## src/rtl/multi_ch_data_sync.sv

```systemverilog
// multi_ch_data_sync
//   Destination-side synchroniser for NUM_CH independent multi-bit buses. Each channel
//   synchronises its enable through NUM_STAGES flops, detects an event (rising edge, or any
//   transition when TOGGLE_MODE=1), captures the source bus slice and presents it to the
//   consumer with a valid/ready handshake.
//
//   Build option: define DATA_SYNC_OVERRUN_EN to drop events that arrive while data is still
//   pending (ready low) and flag them on a sticky overrun bit. Without it the newest event
//   overwrites the pending data and overrun_o is tied low.
//
// Ports
//   clk_i           destination clock, all logic on posedge
//   rst_ni          synchronous active-low reset
//   unsync_bus_i    source data, channel c at [c*BUS_WIDTH +: BUS_WIDTH]
//   bus_enable_i    per-channel source enable (level/pulse or toggle)
//   sync_ready_i    per-channel consumer ready
//   overrun_clr_i   per-channel overrun clear
//   sync_bus_o      captured data, same packing as unsync_bus_i
//   sync_valid_o    captured data pending
//   enable_pulse_o  one-cycle strobe per accepted capture
//   src_ack_o       synchronised enable level (last sync stage)
//   overrun_o       sticky: event arrived while data pending and ready low
module multi_ch_data_sync #(
    parameter int unsigned BUS_WIDTH   = 8,
    parameter int unsigned NUM_STAGES  = 2,
    parameter int unsigned NUM_CH      = 2,
    parameter int unsigned TOGGLE_MODE = 0
) (
    input  logic                        clk_i,
    input  logic                        rst_ni,
    input  logic [NUM_CH*BUS_WIDTH-1:0] unsync_bus_i,
    input  logic [NUM_CH-1:0]           bus_enable_i,
    input  logic [NUM_CH-1:0]           sync_ready_i,
    input  logic [NUM_CH-1:0]           overrun_clr_i,
    output logic [NUM_CH*BUS_WIDTH-1:0] sync_bus_o,
    output logic [NUM_CH-1:0]           sync_valid_o,
    output logic [NUM_CH-1:0]           enable_pulse_o,
    output logic [NUM_CH-1:0]           src_ack_o,
    output logic [NUM_CH-1:0]           overrun_o
);

    typedef enum logic {StIdle, StFull} state_e;

    logic [NUM_STAGES-1:0]       sync_q [NUM_CH];
    logic [NUM_CH-1:0]           prev_q;
    logic [NUM_CH-1:0]           last;
    logic [NUM_CH-1:0]           event_det;
    state_e                      state_q [NUM_CH];
    state_e                      state_d [NUM_CH];
    logic [NUM_CH*BUS_WIDTH-1:0] data_q, data_d;
    logic [NUM_CH-1:0]           pulse_q;
    logic [NUM_CH-1:0]           capture;
    logic [NUM_CH-1:0]           set_ovr;

    always_ff @(posedge clk_i) begin
        if (!rst_ni) begin
            for (int c = 0; c < NUM_CH; c++) begin
                sync_q[c]  <= '0;
                state_q[c] <= StIdle;
            end
            prev_q  <= '0;
            data_q  <= '0;
            pulse_q <= '0;
        end else begin
            for (int c = 0; c < NUM_CH; c++) begin
                sync_q[c]  <= {sync_q[c][NUM_STAGES-2:0], bus_enable_i[c]};
                prev_q[c]  <= sync_q[c][NUM_STAGES-1];
                state_q[c] <= state_d[c];
            end
            data_q  <= data_d;
            pulse_q <= capture;
        end
    end

    always_comb begin
        data_d    = data_q;
        capture   = '0;
        set_ovr   = '0;
        last      = '0;
        event_det = '0;
        for (int c = 0; c < NUM_CH; c++) begin
            state_d[c]   = state_q[c];
            last[c]      = sync_q[c][NUM_STAGES-1];
            event_det[c] = (TOGGLE_MODE != 0) ? (last[c] ^ prev_q[c]) : (last[c] & ~prev_q[c]);
            unique case (state_q[c])
                StIdle: begin
                    if (event_det[c]) begin
                        capture[c] = 1'b1;
                        state_d[c] = StFull;
                    end
                end
                StFull: begin
                    if (sync_ready_i[c]) begin
                        // Consumer drains this cycle; a coincident event refills with no bubble.
                        if (event_det[c]) capture[c] = 1'b1;
                        else              state_d[c] = StIdle;
                    end else if (event_det[c]) begin
`ifdef DATA_SYNC_OVERRUN_EN
                        set_ovr[c] = 1'b1;
`else
                        capture[c] = 1'b1;
`endif
                    end
                end
                default: state_d[c] = StIdle;
            endcase
            if (capture[c]) begin
                data_d[c*BUS_WIDTH +: BUS_WIDTH] = unsync_bus_i[c*BUS_WIDTH +: BUS_WIDTH];
            end
        end
    end

`ifdef DATA_SYNC_OVERRUN_EN
    logic [NUM_CH-1:0] ovr_q, ovr_d;

    // Set wins over a same-cycle clear so no overrun is ever lost.
    always_comb begin
        ovr_d = set_ovr | (ovr_q & ~overrun_clr_i);
    end

    always_ff @(posedge clk_i) begin
        if (!rst_ni) ovr_q <= '0;
        else         ovr_q <= ovr_d;
    end

    assign overrun_o = ovr_q;
`else
    logic [2*NUM_CH-1:0] unused_ovr;
    assign unused_ovr = {overrun_clr_i, set_ovr};
    assign overrun_o  = '0;
`endif

    always_comb begin
        sync_valid_o = '0;
        src_ack_o    = '0;
        for (int c = 0; c < NUM_CH; c++) begin
            sync_valid_o[c] = (state_q[c] == StFull);
            src_ack_o[c]    = sync_q[c][NUM_STAGES-1];
        end
    end

    assign sync_bus_o     = data_q;
    assign enable_pulse_o = pulse_q;

endmodule
```

## config.mk

```make
export PLATFORM = sky130hd
export DESIGN_NAME = multi_ch_data_sync
export DESIGN_NICKNAME = d
export VERILOG_FILES = /design/src/rtl/multi_ch_data_sync.sv
export SDC_FILE = /design/constraint.sdc
export NUM_CORES = 1
export LEC_CHECK = 0
export ABC_AREA = 1
export CORE_UTILIZATION = 40
export CTS_CLUSTER_SIZE = 25
export DETAILED_ROUTE_END_ITERATION = 10
export PLACE_DENSITY = 0.8
export SKIP_LAST_GASP = 1
export SYNTH_ARGS = -nofsm -noshare
export SYNTH_HDL_FRONTEND = slang
export SYNTH_SLANG_ARGS = --single-unit
```

## constraint.sdc

```tcl
create_clock -name clk_i -period 1.65 [get_ports clk_i]
set_input_delay 0.4125 -clock clk_i [delete_from_list [all_inputs] [get_ports clk_i]]
set_output_delay 0.4125 -clock clk_i [all_outputs]
set_load 0.02 [all_outputs]
```

## After elaboration in Yosys (flattened, before gate mapping)

Memories as Yosys holds them, arrays and structs flattened.
Cells that the tools add are included.

- Register bits: 20
- Memory bits (writable): 6
- Input bits: 24
- Output and inout bits: 24
- Word-level logic and storage cells: 28
- Memories: 2

Memory list:

| name | words | bits a word | read ports | clocked after memory_dff | write ports | line | source |
|---|---|---|---|---|---|---|---|
| sync_q | 2 | 2 | 2 | 0 | 2 | 44 | `logic [NUM_STAGES-1:0] sync_q [NUM_CH];` |
| state_q | 2 | 1 | 2 | 0 | 2 | 48 | `state_e state_q [NUM_CH];` |

- Multiplexer cells: 12
- Bitwise gates (word level): 10

Operators by type and width:

| cell | number |
|---|---|
| $mux 1 | 8 |
| $mux 2 | 2 |
| $not 1->1 | 4 |
| $or 1x1->1 | 4 |
| $pmux 1 s2 | 2 |
| $and 1x1->1 | 2 |

## Longest topological paths before layout

Gate-level depths: netlist (run 1).

- Depth in word-level cells: 6
- Mapped depth: 5
- Gate-level depth less buffers: 4

## Worst setup path after synthesis (run 1)

OpenSTA, ideal clock, no wires.

- Path kind: reg2out
- From: memory sync_q[0][1]
- To: output src_ack_o[0]
- Data arrival time: 456 ps
- Data required time: 1,237 ps
- Slack: 781 ps
- Cell stages (with the launch flop): 2
- Path buffers: 1
- Cells stage by stage: dfxtp_1 > buf_4

RTL lines:

| element | line | source |
|---|---|---|
| from (decl) | 44 |  |
| to (decl) | 38 | `output logic [NUM_CH-1:0] src_ack_o,` |

==> results_tabular.tex, run 1 <==
\begin{tabular}{lr}
\hline
Metric & Value \\
\hline
\multicolumn{2}{l}{\textbf{Clocking}} \\
\quad Clock tree from TritonCTS & yes \\
\quad Clk Latency, worst-skew pair & 0.32 ns \\
\quad Number of buffers on the longest clock path & 2 \\
\quad Clock-pin slew on the worst setup and hold paths & 0.14 ns \\
\quad TritonCTS Buffers & 3 \\
\quad Sink count of the clock tree & 26 \\
\quad Number of buffers inserted to repair setup after CTS & 0 \\
\quad Root buf cell & sky130\_fd\_sc\_hd\_\_clkbuf\_4 \\
\quad Cts hold-fix bufs & 0 \\
\quad Number of H-tree branching levels & 1 \\
\multicolumn{2}{l}{\textbf{Place}} \\
\quad Total half-perimeter wirelength after legalization and detailed placement & 1630 um \\
\quad DP Area & 1470 um2 \\
\quad Pre-CTS setup slack & 0.113 ns \\
\quad Port-buffer cells & 43 \\
\quad Routability-driven placement congestion ratio & 0.743 \\
\multicolumn{2}{l}{\textbf{Logic synthesis}} \\
\quad Number of distinct library cell variants in the gate-level netlist after synthesis & 14 \\
\quad Mean instance size in the synthesized netlist & 7.41 um2 \\
\quad Proportion of synthesized chip area in sequential cells & 50.5\% \\
\quad Mapped cell area & 1030 um2 \\
\quad Number of cells produced by synthesis & 139 \\
\quad Number of warnings issued by yosys & 0 \\
\quad Flip-flop and latch count after synthesis & 26 \\
\multicolumn{2}{l}{\textbf{Floorplanning}} \\
\quad Starting density of the core & 41.9\% \\
\quad Area of the placeable core & 2450 um2 \\
\quad Overall die area & 2780 um2 \\
\quad DIE HEIGHT & 52.7 um \\
\quad Rows & 18 \\
\quad Floorplan die width & 52.7 um \\
\quad I/O Pins & 48 \\
\multicolumn{2}{l}{\textbf{Worst hold path}} \\
\quad Kind of path behind the tightest hold check & flop to flop \\
\quad Startpoint of the lowest-slack hold path & sync\_q[0][0] \\
\quad Endpoint with the worst hold slack & sync\_q[0][1] \\
\quad Depth of the worst hold-timing path & 2 \\
\multicolumn{2}{l}{\textbf{Global routing}} \\
\quad Largest net degree at the start of global routing & 16 \\
\quad Leftover overflow at the end of global routing & 0 \\
\quad Initial antenna violation count & 0 \\
\quad GRT Total Usage & 16.5\% \\
\quad Number of global-route vias before repair & 846 \\
\quad Wire length of the first global-routing pass & 3350 um \\
\multicolumn{2}{l}{\textbf{Drt}} \\
\quad Total number of vias & 938 \\
\quad Routed vias/inst & 4.40 \\
\quad Drt initial violations & 8 \\
\quad DR DRC count & 0 \\
\quad Antenna Violating Nets Remaining & 0 \\
\quad Total wire length & 2090 um \\
\quad Wirelength per Cell & 9.81 um \\
\quad First-pass detailed-route iteration total & 4 \\
\multicolumn{2}{l}{\textbf{Timing}} \\
\quad Max Slew Vio Count & 0 \\
\quad Clock Skews & 0.0111 ns \\
\quad Final Critical Period & 1.43 ns \\
\quad Final WS setup & 0.219 ns \\
\quad Total Neg Setup Slack & 0 ns \\
\quad Timing-limited maximum frequency & 699 MHz \\
\quad Final hold viol count & 0 \\
\quad Final count of negative-setup-slack endpoints & 0 \\
\quad Final critical-path share of the clock period & 86.7\% \\
\quad Setup repair after global routing missed its margin & no \\
\multicolumn{2}{l}{\textbf{Power}} \\
\quad Power per cell area & 871 nW/um2 \\
\quad Worst voltage drop across the vdd grid & 0.000710 V \\
\quad Total power draw & 1.30 mW \\
\quad Leakage power summed over all cells & 0.806 nW \\
\multicolumn{2}{l}{\textbf{Setup path}} \\
\quad Cell class contributing the biggest share of worst-path delay & flip-flops \\
\quad Worst setup slack for register-to-register paths & 0.64 ns \\
\quad Critical R2R Launch & sync\_q[0][3] \\
\quad Delay contributed by the slowest stage of the critical path & 0.36 ns \\
\quad Critical Path Slowest Stage Cell & sky130\_fd\_sc\_hd\_\_dfxtp\_1 \\
\quad Number of buffer and inverter instances along the worst setup path & 1 \\
\quad Chain of cells forming the critical path & dlygate4sd2\_1 \\
\quad Startpoint Class & flop \\
\quad Data required time of the worst path & 1.24 ns \\
\quad Data arrival time of the critical path & 1.02 ns \\
\quad Critical Setup Path Class & flop to primary output \\
\quad Crit Path Max Fanout & 2 \\
\quad End of the worst register-to-register path & sync\_bus\_o[13] \\
\quad Endpoint type of the worst setup path & primary output \\
\quad FF-to-FF path depth & 5 \\
\multicolumn{2}{l}{\textbf{Finish}} \\
\quad Layout overhead on the synthesized area & 45.1\% \\
\quad Fill count & 241 \\
\quad Final-stage net count & 208 \\
\quad Share of final-layout standard cells stronger than drive strength 1 & 9.29\% \\
\quad Count of antenna diodes in the layout & 0 \\
\quad Layout Cell Area excl Fill & 1490 um2 \\
\multicolumn{2}{l}{\textbf{Run status}} \\
\quad Result of the run & completed \\
\multicolumn{2}{l}{\textbf{Run}} \\
\quad Max-cap violations & 0 \\
\hline
\end{tabular}
==> state kept, by name (all words and copies together), names as in the netlist <==
name            count
prev_q              2
sync_q              4
state_q             2
enable_pulse_o      2
sync_bus_o         16
==> through the flow <==
stage	utilization [%]	hold slack (ns)	std cells
5_1_grt	60.9	0.456	213
3_5_place_dp	59.8	0.412	209
4_1_cts	60.9	0.440	213
3_3_place_gp	59.8	0.394	209
2_1_floorplan	-	0.390	140
6_report	60.9	0.433	213
==> power breakdown <==
part | internal [mW] | switching [mW]
clock network | 0.246 | 0.180
registers | 0.657 | 0.0136
logic | 0.100 | 0.104
==> synthesized netlist by cell type <==
cell type	number	area [um2]
sky130_fd_sc_hd__nor2_1	31	116
sky130_fd_sc_hd__nand3b_1	2	15.0
sky130_fd_sc_hd__conb_1	1	3.75
sky130_fd_sc_hd__nand3_1	16	80.1
sky130_fd_sc_hd__inv_2	4	15.0
sky130_fd_sc_hd__nand2_1	22	82.6
sky130_fd_sc_hd__buf_6	2	22.5
sky130_fd_sc_hd__buf_4	4	30.0
sky130_fd_sc_hd__buf_2	2	10.0
sky130_fd_sc_hd__nor2_4	2	22.5
sky130_fd_sc_hd__dfxtp_1	26	521
sky130_fd_sc_hd__o21ai_0	2	10.0
sky130_fd_sc_hd__nor2_2	3	18.8
sky130_fd_sc_hd__inv_1	22	82.6
==> repair_timing <==
action	CTS	global route
gates resized for setup	22	0
endpoints found under the setup margin	22	0
endpoints found under the hold margin	0	0
==> final cells by class <==
class | instances | area [um2] | area share (%)
Sequential cell | 26 | 520 | 34.8
Timing Repair Buffer | 47 | 433 | 29.0
Multi-Input combinational cell | 80 | 353 | 23.6
Inverter | 26 | 97.6 | 6.53
Tap cell | 30 | 37.5 | 2.51
Clock inverter | 1 | 30.0 | 2.01
Clock buffer | 3 | 22.5 | 1.51
==> routing by layer <==
| layer | vias to the layer above | global-route usage (%) | share of wire [%] |
|---|---|---|---|
| met1 | 404 | 17.3 | 40 |
| li1 | 489 | - | - |
| met2 | 43 | 31.9 | 53 |
| met5 | - | 0 | 0 |
| met3 | 2 | 2.61 | 6.7 |
| met4 | 0 | 6.58 | 0.24 |
==> worst max path at each step <==
stage	startpoint	endpoint	slack [ns]	depth (start not counted)
finish	state_q[0][1]	sync_valid_o[1]	0.22	1
global route	sync_q[0][3]	src_ack_o[1]	0.14	1
CTS	sync_q[0][3]	src_ack_o[1]	0.19	1
global placement	rst_ni	sync_bus_o[12]	0.14	4
detailed placement	rst_ni	sync_bus_o[11]	0.11	4
floorplan	sync_q[0][1]	src_ack_o[0]	0.78	1
==> worst register-to-register path: cells and delay by family, from the launching register on <==
family | cells | cell delay (ns)
buffers and inverters | 2 | 0.22
AND/OR/NAND/NOR | 3 | 0.36
flip-flops | 1 | 0.36
==> cell usage in the layout (no fill, tap or decap), drive strengths merged <==
cell,instances
o21ai,2
clkdlybuf4s50,21
nand2,22
inv,26
nor2,36
dlygate4sd2,22
buf,4
dfxtp,26
bufinv,1
conb,2
nand3b,2
clkbuf,3
nand3,16
==> cell families after synthesis <==
family | synth area share, %
other | 0.364
AO/OA/AOI/OAI | 0.972
flip-flops | 50.5
AND/OR/NAND/NOR | 32.6
buffers and inverters | 15.6
No activity file was read; power rests on OpenSTA's default activity.
==> run 2: changes to the inputs <==
--- a/config.mk
+++ b/config.mk
@@ -10,6 +10,8 @@
 export CTS_CLUSTER_SIZE = 25
 export DETAILED_ROUTE_END_ITERATION = 10
 export PLACE_DENSITY = 0.8
+export REMOVE_ABC_BUFFERS = 1
+export SKIP_CTS_REPAIR_TIMING = 1
 export SKIP_LAST_GASP = 1
 export SYNTH_ARGS = -nofsm -noshare
 export SYNTH_HDL_FRONTEND = slang
==> results_tabular.tex, run 2 (same netlist as run 1, synthesis figures left out) <==
\begin{tabular}{lr}
\hline
Metric & Value \\
\hline
\multicolumn{2}{l}{\textbf{Finish}} \\
\quad Share of final-layout standard cells stronger than drive strength 1 & 9.29\% (unchanged) \\
\quad Post-layout utilization of the core & 63.6\% (+2.7 points) \\
\quad Max reg flops & 16 (unchanged) \\
\quad Commonest non-fill, non-tap cell in the layout & sky130\_fd\_sc\_hd\_\_nor2\_1 \\
\quad Fin cells & 213 (unchanged) \\
\quad Seq. cell area & 520 um2 (unchanged) \\
\quad Layout overhead on the synthesized area & 51.5\% \\
\quad Final-stage net count & 208 (unchanged) \\
\quad Most frequent cells in the layout & sky130\_fd\_sc\_hd\_\_nor2\_1 (31), sky130\_fd\_sc\_hd\_\_dfxtp\_1 (26), sky130\_fd\_sc\_hd\_\_inv\_1 (22), sky130\_fd\_sc\_hd\_\_nand2\_1 (22), sky130\_fd\_sc\_hd\_\_dlymetal6s2s\_1 (22) \\
\quad Count of antenna diodes in the layout & 0 (unchanged) \\
\quad Fill count & 211 (-12\%) \\
\quad Area used by multi-input combinational logic & 353 um2 (unchanged) \\
\multicolumn{2}{l}{\textbf{Setup path}} \\
\quad Endpoint type of the worst setup path & primary output \\
\quad Number of buffer and inverter instances along the worst setup path & 1 (unchanged) \\
\quad Critical R2R Launch & sync\_q[0][3] \\
\quad Critical Path Source & sync\_q[0][3] \\
\quad Delay contributed by the slowest stage of the critical path & 0.36 ns (about the same) \\
\quad Critical Path Slowest Stage Cell & sky130\_fd\_sc\_hd\_\_dfxtp\_1 \\
\quad Data arrival time of the critical path & 0.92 ns (-0.10 ns) \\
\quad Cell class contributing the biggest share of worst-path delay & flip-flops \\
\quad Startpoint Class & flop \\
\quad Chain of cells forming the critical path & dlymetal6s2s\_1 \\
\quad Crit Path Max Fanout & 2 (unchanged) \\
\quad Critical Setup Path Class & flop to primary output \\
\quad Data required time of the worst path & 1.24 ns (about the same) \\
\multicolumn{2}{l}{\textbf{Clocking}} \\
\quad Root buf cell & sky130\_fd\_sc\_hd\_\_clkbuf\_4 \\
\quad Number of buffers on the longest clock path & 2 (unchanged) \\
\quad Number of H-tree branching levels & 1 (unchanged) \\
\quad Clock-pin slew on the worst setup and hold paths & 0.13 ns (about the same) \\
\quad Sink count of the clock tree & 26 (unchanged) \\
\quad TritonCTS Buffers & 3 (unchanged) \\
\quad Clock tree from TritonCTS & yes \\
\quad Clk Latency, worst-skew pair & 0.31 ns (about the same) \\
\multicolumn{2}{l}{\textbf{Global routing}} \\
\quad Wire length of the first global-routing pass & 3260 um (-2.7\%) \\
\quad Number of global-route vias before repair & 770 (-9.0\%) \\
\quad GRT Total Usage & 15.9\% (-0.61 points) \\
\quad Leftover overflow at the end of global routing & 0 (unchanged) \\
\quad Largest net degree at the start of global routing & 15 (-1) \\
\quad Initial antenna violation count & 0 (unchanged) \\
\multicolumn{2}{l}{\textbf{Floorplanning}} \\
\quad Rows & 18 (unchanged) \\
\quad Floorplan die width & 52.7 um (unchanged) \\
\quad Area of the placeable core & 2450 um2 (unchanged) \\
\quad Starting density of the core & 41.9\% (unchanged) \\
\quad Overall die area & 2780 um2 (unchanged) \\
\quad I/O Pins & 48 (unchanged) \\
\quad DIE HEIGHT & 52.7 um (unchanged) \\
\multicolumn{2}{l}{\textbf{Drt}} \\
\quad First-pass detailed-route iteration total & 4 (unchanged) \\
\quad Drt initial violations & 9 (+1) \\
\quad Total wire length & 2110 um (+1.1\%) \\
\quad Antenna Violating Nets Remaining & 0 (unchanged) \\
\quad Routed vias/inst & 4.48 (+1.7\%) \\
\quad Wirelength per Cell & 9.92 um (+1.1\%) \\
\quad Total number of vias & 954 (+1.7\%) \\
\quad DR DRC count & 0 (unchanged) \\
\multicolumn{2}{l}{\textbf{Place}} \\
\quad Placed Instances & 209 (unchanged) \\
\quad Port-buffer cells & 43 (unchanged) \\
\quad Total half-perimeter wirelength after legalization and detailed placement & 1680 um (+2.9\%) \\
\quad Routability-driven placement congestion ratio & 0.707 (-4.8\%) \\
\multicolumn{2}{l}{\textbf{Timing}} \\
\quad Setup repair after global routing missed its margin & no \\
\quad Max Slew Vio Count & 0 (unchanged) \\
\quad Clock Skews & 0.0115 ns (+0.000403 ns) \\
\quad Final critical-path share of the clock period & 80.9\% (-5.8 points) \\
\quad Timing-limited maximum frequency & 749 MHz (+7.2\%) \\
\quad Final count of negative-setup-slack endpoints & 0 (unchanged) \\
\quad Final hold viol count & 0 (unchanged) \\
\quad Final Critical Period & 1.34 ns (-0.0963 ns) \\
\multicolumn{2}{l}{\textbf{Worst hold path}} \\
\quad Startpoint of the lowest-slack hold path & sync\_q[0][0] \\
\quad Kind of path behind the tightest hold check & flop to flop \\
\multicolumn{2}{l}{\textbf{Run status}} \\
\quad Result of the run & completed \\
\multicolumn{2}{l}{\textbf{Power}} \\
\quad Worst voltage drop across the vdd grid & 0.000472 V (-34\%) \\
\quad Power per cell area & 764 nW/um2 (-12\%) \\
\quad Leakage power summed over all cells & 1.08 nW (+34\%) \\
\multicolumn{2}{l}{\textbf{Run}} \\
\quad Max-cap violations & 0 (unchanged) \\
\hline
\end{tabular}
[run 2: final timing paths]
kind,endpoint,slack [ns],cells after the start
min reg2reg,sync_q[0][1],0.43,2
max,src_ack_o[1],0.31,1
max reg2reg,sync_bus_o[14],0.66,5
min,sync_q[0][1],0.43,2
[run 2: routing by layer]
metal / wire length (um) / global-route usage, %
met5: 0 / 0
met4: 49 / 8.77
met3: 80 / 0.870
met2: 1190 / 27.4
met1: 794 / 19.4
[run 2: layout make-up]
| cell class | instances | share of cell area [%] |
|---|---|---|
| sequential | 26 | 33.4 |
| timing repair buffer | 47 | 33.0 |
| multi-input combinational | 80 | 22.6 |
| inverter | 26 | 6.25 |
| tap | 30 | 2.41 |
| clock buffer | 4 | 2.33 |
[run 2: stage by stage]
stage	setup slack, ns	area (um2)	power [mW]	setup TNS [ns]	hold slack (ns)
CTS	-0.0640	1510	1.21	-0.869	0.432
detailed placement	0.178	1470	0.910	0	0.407
floorplan	0.633	971	0.784	0	0.390
finish	0.315	1560	1.19	0	0.430
global placement	0.224	1470	0.903	0	0.394
global route	0.274	1560	1.26	0	0.481
[run 2: report_power, final]
part	total (mW)	leakage (nW)	switching, mW	internal (mW)
Clock	0.303	0.0210	0.169	0.135
Sequential	0.671	0.213	0.0137	0.657
Combinational	0.218	0.846	0.106	0.113
Total	1.19	1.08	0.288	0.905
